===== config.mk =====
export PLATFORM = sky130hd
export DESIGN_NAME = mem_arbiter
export DESIGN_NICKNAME = d
export VERILOG_FILES = /design/src/rtl/mem_arbiter.sv
export SDC_FILE = /design/constraint.sdc
export NUM_CORES = 1
export LEC_CHECK = 0
export BUFFER_PORTS_ARGS = -buffer_cell sky130_fd_sc_hd__buf_4
export CAP_MARGIN = 5
export CORE_AREA = 5 5 106 128
export CTS_CLUSTER_DIAMETER = 80
export CTS_CLUSTER_SIZE = 28
export DETAILED_ROUTE_END_ITERATION = 16
export DIE_AREA = 0 0 111 133
export PLACE_DENSITY = 0.77
export SYNTH_ARGS = -nofsm -noshare
export SYNTH_HDL_FRONTEND = slang
export SYNTH_SLANG_ARGS = --single-unit

===== constraint.sdc =====
create_clock -name i_clk -period 2 [get_ports i_clk]
set_clock_uncertainty 0.1 [all_clocks]
set_input_delay 0.3 -clock i_clk [delete_from_list [all_inputs] [get_ports i_clk]]
set_output_delay 0.3 -clock i_clk [all_outputs]
set_load 0.02 [all_outputs]

===== src/rtl/mem_arbiter.sv =====
// -----------------------------------------------------------------------------
// mem_arbiter
// Shares one single-outstanding memory port between the instruction fetch
// unit and the load/store unit.
// - The grant is combinational in IDLE. LSU normally wins.
// - Fetch wins once the starvation counter reaches STARVE_MAX.
// - A flush seen between the fetch grant and its ack suppresses the fetch rvalid.
//
// Ports
//   i_clk, i_rst                      clock, synchronous active-high reset
//   i_if_req/i_if_addr/i_if_flush     fetch request, byte address, flush/kill
//   o_if_gnt/o_if_rvalid/o_if_rdata   fetch grant, data valid, instruction
//   i_lsu_req/we/addr/wdata/bmask     data request fields
//   o_lsu_gnt/o_lsu_rvalid/o_lsu_rdata  data grant, completion, load data
//   o_mem_req/we/addr/wdata/bmask     shared memory port (held until ack)
//   i_mem_ack/i_mem_rdata             memory completion and read data
//   o_busy                            a transaction is outstanding
// -----------------------------------------------------------------------------
module mem_arbiter #(
    parameter int unsigned STARVE_MAX = 4
) (
    input  logic        i_clk,
    input  logic        i_rst,
    input  logic        i_if_req,
    input  logic [31:0] i_if_addr,
    input  logic        i_if_flush,
    output logic        o_if_gnt,
    output logic        o_if_rvalid,
    output logic [31:0] o_if_rdata,
    input  logic        i_lsu_req,
    input  logic        i_lsu_we,
    input  logic [31:0] i_lsu_addr,
    input  logic [31:0] i_lsu_wdata,
    input  logic [3:0]  i_lsu_bmask,
    output logic        o_lsu_gnt,
    output logic        o_lsu_rvalid,
    output logic [31:0] o_lsu_rdata,
    output logic        o_mem_req,
    output logic        o_mem_we,
    output logic [31:0] o_mem_addr,
    output logic [31:0] o_mem_wdata,
    output logic [3:0]  o_mem_bmask,
    input  logic        i_mem_ack,
    input  logic [31:0] i_mem_rdata,
    output logic        o_busy
);

    typedef enum logic [1:0] {
        ST_IDLE     = 2'd0,
        ST_BUSY_IF  = 2'd1,
        ST_BUSY_LSU = 2'd2
    } state_t;

    localparam logic [2:0] STARVE_LIM = 3'(STARVE_MAX);

    state_t      r_state;
    state_t      w_next;
    logic        w_if_gnt;
    logic        w_lsu_gnt;
    logic        w_fetch_ok;
    logic [2:0]  r_starve;
    logic        r_kill;
    logic        r_we;
    logic [31:0] r_addr;
    logic [31:0] r_wdata;
    logic [3:0]  r_bmask;
    logic        r_if_rvalid;
    logic [31:0] r_if_rdata;
    logic        r_lsu_rvalid;
    logic [31:0] r_lsu_rdata;

    // A flushed fetch is never eligible, so a flush cycle cannot win fetch priority.
    assign w_fetch_ok = i_if_req & ~i_if_flush;

    // Next-state and combinational grant selection
    always_comb begin
        w_next    = r_state;
        w_if_gnt  = 1'b0;
        w_lsu_gnt = 1'b0;
        case (r_state)
            ST_IDLE: begin
                if (i_rst) begin
                    w_next = ST_IDLE;
                end else if (w_fetch_ok && (!i_lsu_req || (r_starve == STARVE_LIM))) begin
                    w_if_gnt = 1'b1;
                    w_next   = ST_BUSY_IF;
                end else if (i_lsu_req) begin
                    w_lsu_gnt = 1'b1;
                    w_next    = ST_BUSY_LSU;
                end else begin
                    w_next = ST_IDLE;
                end
            end
            ST_BUSY_IF, ST_BUSY_LSU: begin
                if (i_mem_ack) begin
                    w_next = ST_IDLE;
                end else begin
                    w_next = r_state;
                end
            end
            default: w_next = ST_IDLE;
        endcase
    end

    // State register
    always_ff @(posedge i_clk) begin
        if (i_rst) begin
            r_state <= ST_IDLE;
        end else begin
            r_state <= w_next;
        end
    end

    // Latch the winning requester's fields; they drive the memory port until ack
    always_ff @(posedge i_clk) begin
        if (i_rst) begin
            r_we    <= 1'b0;
            r_addr  <= 32'h0000_0000;
            r_wdata <= 32'h0000_0000;
            r_bmask <= 4'h0;
        end else if (w_if_gnt) begin
            r_we    <= 1'b0;
            r_addr  <= i_if_addr;
            r_wdata <= 32'h0000_0000;
            r_bmask <= 4'hF;
        end else if (w_lsu_gnt) begin
            r_we    <= i_lsu_we;
            r_addr  <= i_lsu_addr;
            r_wdata <= i_lsu_wdata;
            r_bmask <= i_lsu_bmask;
        end else begin
            r_we    <= r_we;
            r_addr  <= r_addr;
            r_wdata <= r_wdata;
            r_bmask <= r_bmask;
        end
    end

    // Fetch kill flag: a flush any time during the fetch marks it dead
    always_ff @(posedge i_clk) begin
        if (i_rst) begin
            r_kill <= 1'b0;
        end else if ((r_state == ST_BUSY_IF) && !i_mem_ack) begin
            r_kill <= r_kill | i_if_flush;
        end else begin
            r_kill <= 1'b0;
        end
    end

    // Response capture: one-cycle rvalid after ack, rdata held otherwise
    always_ff @(posedge i_clk) begin
        if (i_rst) begin
            r_if_rvalid  <= 1'b0;
            r_if_rdata   <= 32'h0000_0000;
            r_lsu_rvalid <= 1'b0;
            r_lsu_rdata  <= 32'h0000_0000;
        end else begin
            r_if_rvalid  <= 1'b0;
            r_lsu_rvalid <= 1'b0;
            case (r_state)
                ST_BUSY_IF: begin
                    // The ack-cycle flush counts as well, so it is ORed in here.
                    if (i_mem_ack && !(r_kill || i_if_flush)) begin
                        r_if_rvalid <= 1'b1;
                        r_if_rdata  <= i_mem_rdata;
                    end else begin
                        r_if_rdata  <= r_if_rdata;
                    end
                end
                ST_BUSY_LSU: begin
                    if (i_mem_ack) begin
                        r_lsu_rvalid <= 1'b1;
                        r_lsu_rdata  <= r_we ? 32'h0000_0000 : i_mem_rdata;
                    end else begin
                        r_lsu_rdata  <= r_lsu_rdata;
                    end
                end
                default: begin
                    r_if_rdata  <= r_if_rdata;
                    r_lsu_rdata <= r_lsu_rdata;
                end
            endcase
        end
    end

    // Starvation counter: counts LSU wins taken while fetch was eligible
    always_ff @(posedge i_clk) begin
        if (i_rst) begin
            r_starve <= 3'd0;
        end else if (w_if_gnt) begin
            r_starve <= 3'd0;
        end else if (w_lsu_gnt && w_fetch_ok) begin
            r_starve <= (r_starve >= STARVE_LIM) ? STARVE_LIM : r_starve + 3'd1;
        end else if ((r_state == ST_IDLE) && !i_if_req) begin
            r_starve <= 3'd0;
        end else begin
            r_starve <= r_starve;
        end
    end

    assign o_if_gnt     = w_if_gnt;
    assign o_lsu_gnt    = w_lsu_gnt;
    assign o_if_rvalid  = r_if_rvalid;
    assign o_if_rdata   = r_if_rdata;
    assign o_lsu_rvalid = r_lsu_rvalid;
    assign o_lsu_rdata  = r_lsu_rdata;
    assign o_mem_req    = (r_state != ST_IDLE);
    assign o_busy       = (r_state != ST_IDLE);
    assign o_mem_we     = r_we;
    assign o_mem_addr   = r_addr;
    assign o_mem_wdata  = r_wdata;
    assign o_mem_bmask  = r_bmask;

endmodule


==> results.json <==
{
  "drive_gt1_frac": 0.4139,
  "area_growth_pct": 57.31,
  "clockPowerShare": 0.419,
  "slew_violations": 0,
  "synth_nets": 726,
  "crit_end": "o_lsu_gnt",
  "coreArea_sq_mm": 0.01233,
  "grt_max_degree": 54,
  "reg2regPathDepth": 6,
  "cts.sinks": 141,
  "regToRegEndpoint": "o_mem_addr[22]",
  "crit_path_top_delay_cell": "dfxtp_2",
  "num_vias": 5681,
  "multi_input_area_sq_mm": 0.002277,
  "grt.overflow.total": 0,
  "yosysWarningCount": 0,
  "cp-end-kind": "output pin",
  "pwr-share-seq": 0.426,
  "initial_core_util": 0.4338,
  "slew_headroom": 0.4759,
  "tritoncts": "built",
  "rsz0062_at_grt": "yes",
  "dieArea_sq_mm": 0.01476,
  "setup_viol": 0,
  "netSwitchingPower_mw": 1.970,
  "fin_ws_ns": 0.05301,
  "dieWidth_um": 111,
  "num_rows": 45,
  "grt_pass1_wl_um": 29370,
  "p_leak_nw": 3.725,
  "vias_per_cell": 5.457,
  "path_max_fanout": 4,
  "clkSlewWorstSetupHoldPaths_ns": 0.07,
  "numCtsBuffers": 17,
  "cpPeakStageDelay_ns": 0.34,
  "finalHoldViolations": 0,
  "synthFlopType": "dfxtp_1",
  "grt_pass1_vias": 5884,
  "fin_nets": 1008,
  "cp-startpoint": "r_starve[0]",
  "grtUsageTotal": 0.2411,
  "p_sw_frac": 0.2767,
  "worstPathRequired_ns": 1.60,
  "final_cell_mix": "buf_4, dfxtp_1, a21oi_1",
  "cts_buffer_depth": 2,
  "placed_cells": 984,
  "vdd_drop_max_mv": 0.5014,
  "comb_power_share": 0.155,
  "period_minus_slack_ns": 1.947,
  "synth_seq_cells": 141,
  "ant_nets": 0,
  "wl_per_cell_um": 17.77,
  "drc": 0,
  "ioPinCount": 278,
  "final_cells": 1041,
  "die_h_um": 133,
  "drt_wl_total_um": 18500,
  "worstMarginPinSlew_ns": 0.7808,
  "final_common_cell": "buf_4",
  "rrSetupSlack_ns": 0.11,
  "synth.avg_cell_area_sq_um": 9.191,
  "drt-pass1-iter-count": 5,
  "start_kind": "flop",
  "cap_violations": 0,
  "worst-setup-path-type": "reg2out",
  "arrival_ns": 1.55,
  "fin_crit_sh": 0.9735,
  "n_fill_cell": 979,
  "cts_root_buffer": "clkbuf_16",
  "portBuffers": 277,
  "antenna_found_initial": 0,
  "syn_area_sq_mm": 0.005349,
  "seqCellArea_sq_mm": 0.002828,
  "clock_latency_ns": 0.41,
  "ys_seq_area_frac": 0.5277,
  "status": "finished clean",
  "pwr_density_cell_mw_per_mm2": 846.0,
  "hpwlAfterDp_um": 13110,
  "num_antenna_cells": 0,
  "cts.htree.levels": 4,
  "place_congestion": 0.8222,
  "synth_cell_types": 45,
  "cellInternalPower_mw": 5.149,
  "synthCells": 582,
  "crit_chain": "inv_2, ha_4, and4b_2, nor3_4, buf_6",
  "drt_iter0_drc": 390,
  "max_freq_ghz": 0.5136,
  "r2r-start": "r_state[0]",
  "pre_cts_ws_ns": 0.06533,
  "hold_path.class": "in2reg",
  "synth_edf_count": 0,
  "synthArstFlopShare": 0
}
state kept, by name (all words and copies together), names as in the netlist:
name,count
r_state,2
o_mem_wdata,32
o_if_rvalid,1
o_mem_we,1
o_lsu_rdata,32
o_mem_bmask,4
r_kill,1
o_mem_addr,32
o_lsu_rvalid,1
o_if_rdata,32
r_starve,3
cells in the mapped netlist, types with 2 or more instances:
cell       instances  area share
nor3_1            19       0.018
nand3_1           44       0.041
clkbuf_1          32       0.022
and3_1            17       0.020
dfxtp_1          141        0.53
o21ai_0           43       0.040
ha_1               5       0.012
a22o_1            32       0.052
a211oi_1           9       0.013
a31oi_1            2      0.0023
buf_2             16       0.015
nand2_1           68       0.048
buf_6              2      0.0042
clkbuf_2           2      0.0019
o211ai_1           3      0.0042
nor2_1             4      0.0028
o31ai_1            6      0.0084
a21oi_1           70       0.065
nand4b_1           2      0.0033
a221o_1            8       0.015
or3_1              2      0.0023
buf_4              2      0.0028
inv_1             14      0.0098
a311oi_1           9       0.015
nand4bb_1          2      0.0042
a221o_2            9       0.019
worst min path at each step:
stage | start | end | slack [ns] | depth (start not counted)
2_1_floorplan | i_mem_ack | r_kill | 0.27 | 1
3_3_place_gp | o_if_rdata[16] | o_if_rdata[16] | 0.34 | 2
3_5_place_dp | o_mem_addr[20] | o_mem_addr[20] | 0.35 | 2
4_1_cts | i_mem_rdata[30] | o_lsu_rdata[30] | 0.00007 | 2
5_1_grt | i_mem_rdata[30] | o_lsu_rdata[30] | 0.002 | 2
6_report | i_mem_rdata[29] | o_lsu_rdata[29] | 0.02 | 2
layout make-up:
cell class,count,area share
Clock buffer,18,0.05219
Timing Repair Buffer,318,0.2955
Sequential cell,141,0.3361
Inverter,15,0.006691
Multi-Input combinational cell,371,0.2706
Clock inverter,14,0.01457
Tap cell,164,0.02439
metal layers:
metal | track usage | vias up | wire, um
li1 | - | 2673 | -
met1 | 0.2629 | 2708 | 6909
met2 | 0.4322 | 258 | 9692
met3 | 0.07640 | 42 | 1412
met4 | 0.09719 | 0 | 482
met5 | 0 | - | 0
worst max-delay path: cells and delay by family, from the launching register on:
| family | cells | cell delay [ns] |
|---|---|---|
| adder cells (fa/ha/maj) | 1 | 0.17 |
| flip-flops | 1 | 0.34 |
| AND/OR/NAND/NOR | 2 | 0.43 |
| buffers and inverters | 2 | 0.20 |
through the flow:
| step | util | hold WS (ns) | total power [mW] | area [sq um] | TNS, ns |
|---|---|---|---|---|---|
| after floorplan | - | 0.2724 | 3.571 | 5349 | 0 |
| after global placement | 0.6132 | 0.3445 | 4.106 | 7561 | 0 |
| after detailed placement | 0.6132 | 0.3472 | 4.135 | 7561 | 0 |
| after CTS | 0.6783 | 0.00006722 | 7.141 | 8364 | -0.003291 |
| after global routing | 0.6824 | 0.001580 | 7.372 | 8414 | -0.02790 |
| final | 0.6824 | 0.01522 | 7.119 | 8414 | 0 |
repair_timing:
| item | in CTS | in global routing |
|---|---|---|
| hold buffers | 17 | 1 |
| endpoints found under the setup margin | 2 | 2 |
| gates resized for setup | 11 | 5 |
| pin swaps | 3 | 2 |
| gates cloned | 0 | 0 |
| buffers inserted | 4 | 3 |
| hold endpoints to repair | 17 | 1 |
kinds of logic after synthesis:
kind of cell	after synthesis	synth area share
AOI/OAI and AO/OA	196	0.2433
and+or+nand+nor	170	0.1598
DFF	141	0.5277
buffers and inverters	70	0.05754
adders and majority gates	5	0.01170
power groups by stage:
| stage | Clock (mW) | Combinational (mW) | Sequential, mW |
|---|---|---|---|
| 6_report | 2.98 | 1.10 | 3.03 |
| 5_1_grt | 3.15 | 1.18 | 3.05 |
| 4_1_cts | 3.02 | 1.08 | 3.03 |
| 3_5_place_dp | 0 | 1.04 | 3.09 |
| 3_3_place_gp | 0 | 1.02 | 3.09 |
| 2_1_floorplan | 0 | 0.335 | 3.24 |
Note: power is estimated with default switching activity, not from simulation.
